**src/rtl/display_scan_mux.sv**
```systemverilog
// display_scan_mux: round-robin scan driver for an N-digit segment display.
// Each digit owns a PRESCALE-cycle slot. The first BLANK_CYCLES cycles of a
// slot are dark to avoid ghosting. Segment data and the enable bit are
// captured once, at the start of the slot.
// Optional build macro DISPLAY_SCAN_DIM_EN adds a 4-bit brightness input,
// which PWM-gates the anode during the active part of each slot.
module display_scan_mux #(
  parameter int unsigned NUM_DIGITS   = 4,
  parameter int unsigned SEG_W        = 7,
  parameter int unsigned PRESCALE     = 50000,
  parameter int unsigned BLANK_CYCLES = 8,
  localparam int unsigned SEL_W       = $clog2(NUM_DIGITS)
) (
  input  logic                        clk,
  input  logic                        rst_n,
  input  logic [NUM_DIGITS*SEG_W-1:0] data_flat,
  input  logic [NUM_DIGITS-1:0]       digit_en,
`ifdef DISPLAY_SCAN_DIM_EN
  input  logic [3:0]                  brightness,
`endif
  output logic [SEG_W-1:0]            seg_out,
  output logic [NUM_DIGITS-1:0]       anode,
  output logic [SEL_W-1:0]            sel,
  output logic                        frame_start
);

  localparam int unsigned CNT_W = (PRESCALE > 1) ? $clog2(PRESCALE) : 1;

  // run_q distinguishes the reset state from a running scan, so that the
  // first edge after reset release is itself a slot-capture edge.
  logic                  run_q,   run_d;
  logic [CNT_W-1:0]      cnt_q,   cnt_d;
  logic [SEL_W-1:0]      sel_q,   sel_d;
  logic                  en_q,    en_d;
  logic [SEG_W-1:0]      seg_q,   seg_d;
  logic [NUM_DIGITS-1:0] anode_q, anode_d;
  logic                  frame_q, frame_d;
  logic                  active_c;
  logic                  dim_ok_c;

  // Slot counter, digit index and per-slot capture of data/enable
  always_comb begin
    run_d = 1'b1;
    cnt_d = cnt_q;
    sel_d = sel_q;
    en_d  = en_q;
    seg_d = seg_q;
    if (!run_q) begin
      cnt_d = '0;
      sel_d = '0;
      seg_d = data_flat[sel_d*SEG_W +: SEG_W];
      en_d  = digit_en[sel_d];
    end else if (cnt_q == CNT_W'(PRESCALE - 1)) begin
      cnt_d = '0;
      sel_d = (sel_q == SEL_W'(NUM_DIGITS - 1)) ? '0 : sel_q + SEL_W'(1);
      seg_d = data_flat[sel_d*SEG_W +: SEG_W];
      en_d  = digit_en[sel_d];
    end else begin
      cnt_d = cnt_q + CNT_W'(1);
    end
  end

  // Blanking window: anode may only light once the slot is past it
  generate
    if (BLANK_CYCLES == 0) begin : g_no_blank
      assign active_c = 1'b1;
    end else begin : g_blank
      assign active_c = (cnt_d >= CNT_W'(BLANK_CYCLES));
    end
  endgenerate

`ifdef DISPLAY_SCAN_DIM_EN
  logic [3:0] pwm_q, pwm_d;

  // Free-running PWM phase; anode lit while phase is below brightness
  always_comb begin
    pwm_d    = pwm_q + 4'd1;
    dim_ok_c = (brightness == 4'hF) || (pwm_d < brightness);
  end

  // PWM phase register
  always_ff @(posedge clk or negedge rst_n) begin
    if (!rst_n) pwm_q <= 4'd0;
    else        pwm_q <= pwm_d;
  end
`else
  assign dim_ok_c = 1'b1;
`endif

  // Output decode for the cycle the new counter/index values describe
  always_comb begin
    anode_d = '0;
    if (en_d && active_c && dim_ok_c) begin
      anode_d = NUM_DIGITS'(1) << sel_d;
    end
    frame_d = run_d && (cnt_d == '0) && (sel_d == '0);
  end

  // State and output registers; reset darkens everything immediately
  always_ff @(posedge clk or negedge rst_n) begin
    if (!rst_n) begin
      run_q   <= 1'b0;
      cnt_q   <= '0;
      sel_q   <= '0;
      en_q    <= 1'b0;
      seg_q   <= '0;
      anode_q <= '0;
      frame_q <= 1'b0;
    end else begin
      run_q   <= run_d;
      cnt_q   <= cnt_d;
      sel_q   <= sel_d;
      en_q    <= en_d;
      seg_q   <= seg_d;
      anode_q <= anode_d;
      frame_q <= frame_d;
    end
  end

  assign seg_out     = seg_q;
  assign anode       = anode_q;
  assign sel         = sel_q;
  assign frame_start = frame_q;

endmodule
```
**config.mk**
```make
export PLATFORM = sky130hd
export DESIGN_NAME = display_scan_mux
export DESIGN_NICKNAME = d
export VERILOG_FILES = /design/src/rtl/display_scan_mux.sv
export SDC_FILE = /design/constraint.sdc
export NUM_CORES = 1
export LEC_CHECK = 0
export ABC_AREA = 1
export CAP_MARGIN = 0
export CORE_ASPECT_RATIO = 0.8
export CORE_MARGIN = 1.5
export CORE_UTILIZATION = 40
export CTS_BUF_LIST = sky130_fd_sc_hd__clkbuf_2
export DETAILED_ROUTE_END_ITERATION = 16
export PLACE_DENSITY = 0.63
export SLEW_MARGIN = 25
export SYNTH_ARGS = -nofsm -noshare
export SYNTH_HDL_FRONTEND = slang
export SYNTH_SLANG_ARGS = --single-unit
```
**constraint.sdc**
```tcl
create_clock -name clk -period 3 [get_ports clk]
set_clock_uncertainty 0.15 [all_clocks]
set_input_delay 0.6 -clock clk [delete_from_list [all_inputs] [get_ports clk]]
set_output_delay 0.6 -clock clk [all_outputs]
set_load 0.005 [all_outputs]
```
==> results by group, run 1 <==
Outcome
  • Outcome: complete, no violations

Routing
  • Met3 wire length: 257 um
  • Top metal layer carrying routed signals: met4
  • Met2 wire length: 2090 um
  • Detailed-route wire length on metal 1: 2540 um
  • DRC violation total after the first TritonRoute iteration: 164
  • Number of iterations in the first detailed-routing pass: 4
  • WL/cell: 13.1 um
  • Vias per cell: 5.01
  • Count of nets left with antenna violations after detail routing: 0
  • Remaining DRCs: 0
  • Drt total wl: 4930 um
  • Vias post-DR: 1885

Cells and area
  • Utilization after layout: 0.538
  • Area growth from synthesis to layout: 27.2%
  • Fillcell total: 461
  • Antenna diode instance count: 0
  • Final layout net count: 351
  • Fraction of final layout cells with drive strength greater than 1: 0.114

GRT
  • Global-route wire length before repair: 8310 um
  • Initial antenna violation count: 0
  • Pin count of the biggest net entering global routing: 33
  • Via count of the first global-routing pass: 1734
  • Grt ovf: 0
  • Gr usage total: 0.208

Setup path
  • Crit end category: flip-flop
  • Required time worst endpoint: 3.16 ns
  • CP cell instances: inv_1 > a21oi_2 > nand3_1 > nand2_1 > nor2_1 > nand3_2 > nand2_2 > nor2_1
  • Crit path buffers/inverters: 1
  • CP top delay family: simple AND/OR/NAND/NOR gates
  • Largest fanout of any net on the critical path: 13
  • Most common cell on crit path: sky130_fd_sc_hd__nor2_1
  • Type of element launching the critical path: flip-flop
  • Arrival time at the worst endpoint: 2.54 ns
  • Worst path slowest cell: sky130_fd_sc_hd__dfrtp_1
  • Maximum single-stage delay on the critical path: 0.63 ns
  • Worst Setup Path Type: flip-flop to flip-flop

Placement
  • PortBufs: 47
  • Final weighted congestion in routability-driven placement: 0.916
  • Placed wire-length estimate: 3870 um

Pwr
  • Internal Pwr Total: 577 uW
  • Maximum vdd drop: 232 uV
  • Sequential group share of total power: 0.586
  • Switch Pwr: 211 uW
  • Cell area power density: 312 nW/um^2
  • Leakage component of the power: 1.18 nW
  • Switching portion of total power: 0.268
  • Combinational fraction of design power: 0.160
  • Clock network fraction of design power: 0.254

Synthesis
  • Cells after synthesis: 265
  • Most instantiated flip-flop cell in the synthesis netlist: sky130_fd_sc_hd__dfrtp_1
  • Synth area leaders: sky130_fd_sc_hd__dfrtp_1, sky130_fd_sc_hd__nand2_1, sky130_fd_sc_hd__nor2_1
  • Portion of synthesized cell area occupied by the leading cell type: 0.405
  • Cell area after synthesis: 1980 sq um
  • Number of flip-flops and latches in the synthesized netlist: 32
  • Sequential element share of the synthesized area: 0.405
  • Mean post-synth cell area: 7.47 sq um
  • Largest area contributor in the synthesized netlist: sky130_fd_sc_hd__dfrtp_1
  • Number of distinct library cells after synthesis: 36
  • Synth async-reset ratio: 1.00
  • Number of flops mapped to enable cells by yosys: 0
  • Net Count, Synth: 301
  • Count of warnings emitted by yosys: 0

Floorplan
  • Row count: 22
  • Initial core utilization: 0.423
  • Number of top-level design ports: 48
  • Die H: 65.9 um
  • Placeable core region: 4680 sq um
  • Die X: 81.7 um
  • Floorplan die area: 5380 sq um

Clock network
  • Cts repair resizes: 0
  • Number of clock sinks: 32
  • Total number of H-tree levels: 2
  • Clk Latency, worst-skew pair: 0.37 ns
  • Number of setup buffers added after CTS: 0
  • Clock tree root driver cell: sky130_fd_sc_hd__clkbuf_2
  • Hold-fix buffers, CTS: 0
  • Total clock buffers created by CTS: 5
  • Maximum clock insertion buffer count: 2
  • Clock tree from TritonCTS: built
  • Clock-pin slew reported for the worst setup and hold paths after clock tree synthesis: 0.17 ns

Run
  • Max-cap violation count: 0

Timing
  • Period utilization: 0.793
  • Peak clock frequency supported by timing: 420 MHz
  • Final-layout setup total negative slack: 0 ns
  • Final min period: 2.38 ns
  • Final count of pins violating max slew: 0
  • Final hold violations: 0
  • Count of endpoints failing setup in the final report: 0
  • Relative slew slack: 0.554
  • RSZ-0062 raised after global routing: false
  • Worst slew pin tran: 0.669 ns

Hold path
  • Type of the worst min-delay path: flip-flop to flip-flop
-- through the flow --
stage / setup WS (ns) / instances / power, mW / hold WS, ns / cell area, sq um
2_1_floorplan: 1.21 / 265 / 0.513 / 0.154 / 1980
3_3_place_gp: 0.695 / 368 / 0.597 / 0.324 / 2480
3_5_place_dp: 0.655 / 368 / 0.596 / 0.324 / 2480
4_1_cts: 0.589 / 376 / 0.799 / 0.363 / 2520
5_1_grt: 0.402 / 376 / 0.837 / 0.406 / 2520
6_report: 0.621 / 376 / 0.787 / 0.364 / 2520
-- sequential cells by signal, summed over array words and instances (netlist names) --
| signal | cells |
|---|---|
| seg_out | 7 |
| anode | 4 |
| run_q | 1 |
| sel | 2 |
| cnt_q | 16 |
| frame_start | 1 |
| en_q | 1 |
-- layout by cell type (no fill, tap or decap), drive strengths merged --
cell type	instances
nand2	66
nor2	48
clkdlybuf4s50	47
inv	35
dfrtp	32
nand3	21
o21ai	18
a21oi	8
nand4	6
nor3	6
o211ai	5
clkbuf	5
clkinv	4
xor2	2
o21bai	2
ha	2
nand3b	1
o2111ai	1
nor3b	1
o31ai	1
or3	1
o221ai	1
a31oi	1
buf	1
conb	1
-- worst paths after layout --
| kind | from | to | slack [ns] | cells past startpoint |
|---|---|---|---|---|
| min in group asynchronous | rst_n | anode[2] | 0.45 | 2 |
| hold reg to reg | seg_out[2] | seg_out[2] | 0.36 | 2 |
| max in group asynchronous | rst_n | cnt_q[5] | 1.96 | 2 |
| setup / recovery | run_q | anode[0] | 0.62 | 8 |
| setup reg to reg | run_q | anode[0] | 0.62 | 8 |
| hold / removal | seg_out[2] | seg_out[2] | 0.36 | 2 |
-- worst reg2reg max path, cell delays in order (launching register included) --
cell and delay, ns:
sky130_fd_sc_hd__dfrtp_1 0.63, sky130_fd_sc_hd__inv_1 0.31, sky130_fd_sc_hd__a21oi_2 0.58, sky130_fd_sc_hd__nand3_1 0.23, sky130_fd_sc_hd__nand2_1 0.12, sky130_fd_sc_hd__nor2_1 0.05, sky130_fd_sc_hd__nand3_2 0.07, sky130_fd_sc_hd__nand2_2 0.07
sky130_fd_sc_hd__nor2_1 0.10
-- metal layers --
| layer | up-vias | track usage |
|---|---|---|
| met2 | 45 | 0.293 |
| li1 | 958 | - |
| met4 | 0 | 0.0508 |
| met1 | 876 | 0.312 |
| met3 | 6 | 0.0524 |
| met5 | - | 0 |
-- power by group through the flow --
stage	combinational, mW	sequential, mW	clock (mW)
CTS	0.128	0.461	0.210
global route	0.140	0.464	0.234
detailed placement	0.127	0.469	0
floorplan	0.0462	0.467	0
global placement	0.127	0.469	0
finish	0.126	0.461	0.200
-- cell families after synthesis --
logic type,share of synthesized area
adders and majority gates,0.0126
other,0.00189
buffers and inverters,0.0948
DFF,0.405
AOI/OAI and AO/OA,0.114
xor gates and xnor gates,0.00885
and+or+nand+nor,0.363
-- synth_stat cells, drive strengths merged (3+ instances only) --
master and n:
nand2 66, nor2 48, inv 35, dfrtp 32, nand3 21, o21ai 18
a21oi 8, nand4 6, nor3 6, o211ai 5, clkbuf 3
-- area by class of cell --
cell class,count,area (sq um),area share
multi-input cells,192,991,0.393
well taps,60,75.1,0.0298
repair buffers,48,478,0.190
inverters,36,135,0.0537
clock inverters,3,13.8,0.00546
clock buffers,5,25.0,0.00994
flip-flops and latches,32,801,0.318
No activity file was read; power rests on OpenSTA's default activity.
==> run 2, diff against run 1 <==
--- a/config.mk
+++ b/config.mk
@@ -12,7 +12,7 @@
 export CORE_UTILIZATION = 40
 export CTS_BUF_LIST = sky130_fd_sc_hd__clkbuf_2
 export DETAILED_ROUTE_END_ITERATION = 16
-export PLACE_DENSITY = 0.63
+export PLACE_DENSITY = 0.65
 export SLEW_MARGIN = 25
 export SYNTH_ARGS = -nofsm -noshare
 export SYNTH_HDL_FRONTEND = slang
==> constraint.sdc (replaced) <==
create_clock -name clk -period 1.9 [get_ports clk]
set_clock_uncertainty 0.15 [all_clocks]
set_input_delay 0.38 -clock clk [delete_from_list [all_inputs] [get_ports clk]]
set_output_delay 0.38 -clock clk [all_outputs]
set_load 0.005 [all_outputs]
==> run 2 against run 1 <==
Net effect: combinational power rose by 90%; first-iteration DRC count fell by 57%; maximum frequency rose by 26%; setup slack got worse by 0.61 ns; non-clock buffer count rose by 21; hold slack got worse by 0.13 ns; die area did not move; via count rose by 3.9%; critical endpoint is now anode[1]; final cell count rose by 5.6%; core utilization rose by 6.7 points.
==> results by group, run 2 (same netlist as run 1, synthesis figures left out) <==
Pwr
  • Switching portion of total power: 0.265 (-0.00227)
  • Internal Pwr Total: 948 uW (+64%)
  • Cell area power density: 455 nW/um^2 (+46%)
  • Maximum vdd drop: 366 uV (+57%)
  • Sequential group share of total power: 0.563 (-0.023)
  • Switch Pwr: 342 uW (+62%)
  • Combinational fraction of design power: 0.186 (+0.026)
  • Leakage component of the power: 1.31 nW (+11%)
  • Clock network fraction of design power: 0.251 (-0.003)

Cells and area
  • Final layout net count: 372 (+6.0%)
  • Area growth from synthesis to layout: 43.1%
  • Leading cell types in the layout, fill and taps excluded: sky130_fd_sc_hd__nand2_1, sky130_fd_sc_hd__clkdlybuf4s50_1, sky130_fd_sc_hd__nor2_1
  • Multi-input combinational cell area: 1120 sq um (+13%)
  • Max FFs per register: 16 (unchanged)
  • Fraction of final layout cells with drive strength greater than 1: 0.246 (+0.132)
  • Top reg by flops: cnt_q
  • Post-route design area: 2830 sq um (+12%)
  • Most common cell after layout, fill and taps aside: sky130_fd_sc_hd__nand2_1
  • Fillcell total: 451 (-2.2%)
  • Footprint of the flip-flops and latches: 805 sq um (+0.47%)
  • Utilization after layout: 0.605 (+0.0671)
  • Antenna diode instance count: 0 (unchanged)

Routing
  • Drt total wl: 5320 um (+7.9%)
  • Count of nets left with antenna violations after detail routing: 0 (unchanged)
  • Number of iterations in the first detailed-routing pass: 4 (unchanged)
  • Vias post-DR: 1958 (+3.9%)
  • Vias per cell: 4.93 (-1.6%)
  • WL/cell: 13.4 um (+2.2%)
  • Remaining DRCs: 0 (unchanged)
  • DRC violation total after the first TritonRoute iteration: 71 (-57%)

Run
  • Max-cap violation count: 0 (unchanged)

Timing
  • Final count of pins violating max slew: 0 (unchanged)
  • Final hold violations: 0 (unchanged)
  • RSZ-0062 raised after global routing: true
  • Count of endpoints failing setup in the final report: 0 (unchanged)
  • Final min period: 1.89 ns (-0.489 ns)
  • Setup slack of the critical path after layout: 0.00977 ns (-0.611 ns)
  • Peak clock frequency supported by timing: 529 MHz (+26%)
  • Worst Hold Margin: 0.238 ns (-0.126 ns)
  • Period utilization: 0.995 (+0.202)

Setup path
  • Crit end category: flip-flop
  • Worst path slowest cell: sky130_fd_sc_hd__dfrtp_1
  • Critical Path Stages: 11 (+3)
  • Most common cell on crit path: sky130_fd_sc_hd__nor2_1
  • Required time worst endpoint: 2.03 ns (-1.13 ns)
  • Largest fanout of any net on the critical path: 4 (-9)
  • CP cell instances: buf_6 > nand3_1 > nor2_2 > nor2_1 > nor2_1 > o21ai_1 > nand2_1 > nor2_2 > nand3_2 > nand2_2 > nor2_1
  • Type of element launching the critical path: flip-flop
  • Worst Setup Path Type: flip-flop to flip-flop
  • Worst setup endpoint: anode[1]
  • Worst reg2reg path endpoint: anode[1]
  • Launching element of the worst setup path: cnt_q[0]
  • Crit path buffers/inverters: 1 (unchanged)
  • Launch point of the worst reg-to-reg path: cnt_q[0]
  • Maximum single-stage delay on the critical path: 0.45 ns (-0.18 ns)
  • Worst R2R Setup Slack: 0.01 ns (-0.61 ns)
  • CP top delay family: simple AND/OR/NAND/NOR gates
  • Arrival time at the worst endpoint: 2.02 ns (-0.52 ns)
  • Path depth of the worst reg2reg path: 11 (+3)

Clock network
  • Number of clock sinks: 32 (unchanged)
  • Clock tree root driver cell: sky130_fd_sc_hd__clkbuf_2
  • Maximum clock insertion buffer count: 2 (unchanged)
  • Clock-pin slew reported for the worst setup and hold paths after clock tree synthesis: 0.16 ns (about the same)
  • Total number of H-tree levels: 2 (unchanged)
  • Hold-fix buffers, CTS: 0 (unchanged)
  • Total clock buffers created by CTS: 5 (unchanged)
  • Clk Latency, worst-skew pair: 0.37 ns (about the same)
  • Clock tree from TritonCTS: built

Floorplan
  • Row count: 22 (unchanged)
  • Floorplan die area: 5380 sq um (unchanged)
  • Number of top-level design ports: 48 (unchanged)
  • Placeable core region: 4680 sq um (unchanged)
  • Initial core utilization: 0.423 (unchanged)
  • Die H: 65.9 um (unchanged)
  • Die X: 81.7 um (unchanged)

GRT
  • Global-route wire length before repair: 8490 um (+2.2%)
  • Grt ovf: 0 (unchanged)
  • Gr usage total: 0.210 (+0.00254)
  • Via count of the first global-routing pass: 1856 (+7.0%)
  • Initial antenna violation count: 0 (unchanged)
  • Pin count of the biggest net entering global routing: 33 (unchanged)

Hold path
  • Type of the worst min-delay path: input port to async pin

Outcome
  • Outcome: complete, no violations

Placement
  • Placement Setup Slack: -0.0654 ns (-0.721 ns)
  • Instance area after placement: 2560 sq um (+3.3%)
  • Final weighted congestion in routability-driven placement: 0.930 (+1.5%)
  • PortBufs: 47 (unchanged)
  • Placed wire-length estimate: 4070 um (+5.3%)
run 2: how the worst min path moves through the flow:
stage,from,endpoint,slack [ns],cells past startpoint
2_1_floorplan,rst_n,anode[0],-0.07,0
3_3_place_gp,seg_out[6],seg_out[6],0.32,2
3_5_place_dp,seg_out[2],seg_out[2],0.32,2
4_1_cts,rst_n,en_q,0.24,2
5_1_grt,rst_n,en_q,0.24,2
6_report,rst_n,cnt_q[15],0.24,2
run 2: final cells by class:
type | count | area share
Clock buffer | 7 | 0.0124
Multi-Input combinational cell | 192 | 0.395
Tap cell | 60 | 0.0265
Timing Repair Buffer | 69 | 0.232
Sequential cell | 32 | 0.284
Inverter | 36 | 0.0486
Clock inverter | 1 | 0.00133
run 2: power groups by stage:
stage	Combinational, mW	Clock, mW	Sequential (mW)
5_1_grt	0.264	0.376	0.729
4_1_cts	0.226	0.334	0.722
6_report	0.240	0.324	0.726
3_3_place_gp	0.217	0	0.735
2_1_floorplan	0.0730	0	0.737
3_5_place_dp	0.216	0	0.736
run 2: stage by stage:
step | TNS (ns) | std cells | total power, mW
final | 0 | 397 | 1.29
after global routing | -0.566 | 397 | 1.37
after CTS | 0 | 390 | 1.28
after detailed placement | -0.183 | 379 | 0.952
after global placement | -0.0651 | 379 | 0.951
after floorplan | 0 | 265 | 0.810
run 2: metal layers:
| layer | up-vias | GRT usage | share of wire |
|---|---|---|---|
| li1 | 999 | - | - |
| met1 | 931 | 0.313 | 0.51 |
| met2 | 23 | 0.308 | 0.45 |
| met3 | 5 | 0.0428 | 0.027 |
| met4 | 0 | 0.0551 | 0.010 |
| met5 | - | 0 | 0 |
run 2: what timing repair did:
action                     4_1_cts  5_1_grt
setup buffers                    3        7
setup endpoints to repair        6       12
resized for setup                6       36
pin swaps                        1       19
hold endpoints to repair         0        0
==> run 3, diff against run 2 <==
--- a/config.mk
+++ b/config.mk
@@ -5,7 +5,6 @@
 export SDC_FILE = /design/constraint.sdc
 export NUM_CORES = 1
 export LEC_CHECK = 0
-export ABC_AREA = 1
 export CAP_MARGIN = 0
 export CORE_ASPECT_RATIO = 0.8
 export CORE_MARGIN = 1.5
==> run 3 against run 2 <==
Net effect: the flow now finishes with violations (negative setup slack); power up 3.2%; count of clock-buffer cells in the layout stayed put; register-to-register slack got worse by 0.21 ns; via count fell by 2.8%; maximum frequency is 9.8% lower; first-iteration DRC count grew 61%; design area rose by 16%; combinational power rose by 13%; synthesized area down 1.1%; sequential share of layout area down 3.9 points; critical endpoint unchanged.
==> results by group, run 3 <==
Outcome
  • Failing checks: negative setup slack
  • Outcome: finished, violations left

Setup path
  • CP cell instances: buf_6 > nand4_1 > o21ai_2 > nand4bb_4 > a2111oi_4 > a41o_2 > nor3b_2
  • Largest fanout of any net on the critical path: 4 (unchanged)
  • Required time worst endpoint: 2.02 ns (about the same)
  • Maximum single-stage delay on the critical path: 0.41 ns (-0.04 ns)
  • Launch point of the worst reg-to-reg path: cnt_q[10]
  • CP top delay family: compound AO/OA/AOI/OAI gates
  • Worst path slowest cell: sky130_fd_sc_hd__dfrtp_1
  • Worst R2R Setup Slack: -0.20 ns (-0.21 ns)
  • Crit end category: flip-flop
  • Arrival time at the worst endpoint: 2.22 ns (+0.20 ns)
  • Worst reg2reg path endpoint: anode[1]
  • Path depth of the worst reg2reg path: 7 (-4)
  • Type of element launching the critical path: flip-flop
  • Critical Path Stages: 7 (-4)
  • Worst Setup Path Type: flip-flop to flip-flop
  • Crit path buffers/inverters: 1 (unchanged)

Synthesis
  • Number of flip-flops and latches in the synthesized netlist: 32 (unchanged)
  • Most instantiated flip-flop cell in the synthesis netlist: sky130_fd_sc_hd__dfrtp_1
  • Area fraction in compound gates after synthesis: 0.131 (+0.0172)
  • Most used standard cell by instance count after synthesis: sky130_fd_sc_hd__nor2_1
  • Synth async-reset ratio: 1.00 (unchanged)
  • Area share of and/or/nand/nor cells after synthesis: 0.266 (-0.0976)
  • Largest area contributor in the synthesized netlist: sky130_fd_sc_hd__dfrtp_1
  • Cell area after synthesis: 1960 sq um (-1.1%)
  • Share of synthesized area spent on multiplexers: 0.0473 (+0.0473)
  • Sequential element share of the synthesized area: 0.409 (+0.00439)
  • Mean post-synth cell area: 8.90 sq um (+19%)
  • Synth area leaders: sky130_fd_sc_hd__dfrtp_1, sky130_fd_sc_hd__nor2_1, sky130_fd_sc_hd__nand2_1
  • Combinational family with the most area after synthesis: simple AND/OR/NAND/NOR gates
  • Count of warnings emitted by yosys: 0 (unchanged)
  • Cells after synthesis: 220 (-17%)
  • Portion of synthesized cell area occupied by the leading cell type: 0.409 (+0.00439)
  • Adder-cell area share of the yosys netlist: 0.0128 (+0.000137)
  • Net Count, Synth: 256 (-15%)
  • Number of distinct library cells after synthesis: 44 (+22%)
  • Post-synthesis share of cell area spent on xor and xnor gates: 0.0716 (+0.0627)
  • Commonest cells in the synthesized netlist: sky130_fd_sc_hd__nor2_1, sky130_fd_sc_hd__dfrtp_1, sky130_fd_sc_hd__nand2_1
  • Number of flops mapped to enable cells by yosys: 0 (unchanged)

GRT
  • Global-route wire length before repair: 8960 um (+5.5%)
  • Grt ovf: 0 (unchanged)
  • Via count of the first global-routing pass: 1875 (+1.0%)
  • Gr usage total: 0.224 (+0.0133)
  • Pin count of the biggest net entering global routing: 33 (unchanged)
  • Initial antenna violation count: 0 (unchanged)

Hold path
  • Type of the worst min-delay path: input port to async pin

Placement
  • Instance area after placement: 2800 sq um (+9.2%)
  • PortBufs: 47 (unchanged)
  • Placed wire-length estimate: 3720 um (-8.6%)
  • Placed cell count: 357 (-5.8%)
  • Final weighted congestion in routability-driven placement: 0.903 (-2.9%)

Run
  • Max-cap violation count: 0 (unchanged)

Timing
  • Setup slack of the critical path after layout: -0.196 ns (-0.206 ns)
  • Final min period: 2.10 ns (+0.206 ns)
  • RSZ-0062 raised after global routing: true
  • Final hold violations: 0 (unchanged)
  • Relative slew slack: 0.660
  • Final count of pins violating max slew: 0 (unchanged)
  • Worst slew pin tran: 0.506 ns
  • Peak clock frequency supported by timing: 477 MHz (-9.8%)
  • Count of endpoints failing setup in the final report: 23 (+23)
  • Period utilization: 1.10 (+0.108)

Cells and area
  • Fraction of final layout cells with drive strength greater than 1: 0.392 (+0.145)
  • Post-route insts no fill: 374 (-5.8%)
  • Antenna diode instance count: 0 (unchanged)
  • Final layout net count: 349 (-6.2%)
  • Area growth from synthesis to layout: 68.1%
  • Footprint of the flip-flops and latches: 806 sq um (+0.16%)
  • Most common cell after layout, fill and taps aside: sky130_fd_sc_hd__clkdlybuf4s50_1
  • Leading cell types in the layout, fill and taps excluded: sky130_fd_sc_hd__clkdlybuf4s50_1, sky130_fd_sc_hd__buf_4, sky130_fd_sc_hd__dfrtp_1
  • Multi-input combinational cell area: 1370 sq um (+23%)
  • Utilization after layout: 0.708 (+0.102)
  • Max FFs per register: 16 (unchanged)
  • Post-route design area: 3290 sq um (+16%)
  • Top reg by flops: cnt_q
  • Fillcell total: 349 (-23%)

Routing
  • WL/cell: 14.7 um (+10%)
  • Vias post-DR: 1903 (-2.8%)
  • Drt total wl: 5510 um (+3.6%)
  • Number of iterations in the first detailed-routing pass: 4 (unchanged)
  • DRC violation total after the first TritonRoute iteration: 114 (+61%)
  • Remaining DRCs: 0 (unchanged)
  • Vias per cell: 5.09 (+3.2%)
  • Count of nets left with antenna violations after detail routing: 0 (unchanged)

Clock network
  • Maximum clock insertion buffer count: 2 (unchanged)
  • Clock tree from TritonCTS: built
  • Total number of H-tree levels: 2 (unchanged)
  • Total clock buffers created by CTS: 5 (unchanged)
  • Number of clock sinks: 32 (unchanged)
  • Hold-fix buffers, CTS: 0 (unchanged)
  • Clock-pin slew reported for the worst setup and hold paths after clock tree synthesis: 0.17 ns (about the same)
  • Clock tree root driver cell: sky130_fd_sc_hd__clkbuf_2
  • Clk Latency, worst-skew pair: 0.37 ns (about the same)

Floorplan
  • Die H: 65.6 um (-0.52%)
  • Row count: 22 (unchanged)
  • Initial core utilization: 0.421 (-0.00207)
  • Placeable core region: 4650 sq um (-0.59%)
  • Floorplan die area: 5330 sq um (-1.0%)
  • Number of top-level design ports: 48 (unchanged)
  • Die X: 81.2 um (-0.52%)

Pwr
  • Maximum vdd drop: 305 uV (-17%)
  • Leakage component of the power: 1.37 nW (+4.1%)
  • Total power: 1.33 mW (+3.2%)
  • Cell area power density: 404 nW/um^2 (-11%)
[run 3: cell types whose count changed after synthesis, moves of 7 or more]
| cell | before | now |
|---|---|---|
| sky130_fd_sc_hd__buf_2 | 0 | 7 |
| sky130_fd_sc_hd__mux2i_1 | 0 | 7 |
| sky130_fd_sc_hd__xnor2_1 | 0 | 10 |
| sky130_fd_sc_hd__inv_1 | 30 | 4 |
| sky130_fd_sc_hd__nand3_1 | 18 | 10 |
| sky130_fd_sc_hd__nand2_1 | 60 | 26 |
[run 3: power breakdown]
| part | switching, mW | leakage [nW] | internal (mW) | total (mW) |
|---|---|---|---|---|
| combinational | 0.109 | 0.920 | 0.163 | 0.272 |
| clock | 0.232 | 0.0306 | 0.0986 | 0.330 |
| sequential | 0.0225 | 0.415 | 0.706 | 0.729 |
[run 3: worst max-delay path by stage]
stage	from	end	slack, ns
after floorplan	cnt_q[0]	anode[1]	-0.20
after global placement	cnt_q[0]	anode[2]	-0.17
after detailed placement	cnt_q[0]	anode[3]	-0.20
after CTS	cnt_q[0]	anode[3]	-0.16
after global routing	cnt_q[10]	anode[1]	-0.35
final	cnt_q[10]	anode[1]	-0.20
[run 3: layout make-up]
cell class	count	share of cell area
Timing Repair Buffer	103	0.299
Clock buffer	7	0.0106
Inverter	4	0.00456
Sequential cell	32	0.245
Clock inverter	1	0.00114
Multi-Input combinational cell	167	0.417
Tap cell	60	0.0228
[run 3: logic make-up (layout without fill, tap and decap cells)]
logic type / after synthesis / after routing
muxes: 8 / 8
other: 1 / 1
buffers and inverters: 21 / 115
and+or+nand+nor: 102 / 102
xor gates and xnor gates: 16 / 16
DFF: 32 / 32
AOI/OAI and AO/OA: 38 / 38
adders and majority gates: 2 / 2
[run 3: routing by layer]
layer  vias up  global-route usage  part of all wire
met5         -                   0                 0
met4         0              0.0733            0.0096
met3         5              0.0472             0.027
met2        31               0.344              0.48
met1       914               0.312              0.48
li1        953                   -                 -
[run 3: what timing repair did]
item / 4_1_cts / 5_1_grt
pin swaps: 13 / 26
endpoints found under the setup margin: 33 / 31
cloned: 1 / 0
buffers inserted: 5 / 3
resized for setup: 44 / 49
[run 3: stage by stage]
stage / hold slack [ns] / setup WS (ns) / TNS [ns]
detailed placement: 0.306 / -0.205 / -1.10
finish: 0.192 / -0.196 / -1.25
floorplan: -0.0656 / -0.198 / -0.856
CTS: 0.175 / -0.163 / -0.956
global route: 0.192 / -0.353 / -6.22
global placement: 0.299 / -0.168 / -0.913
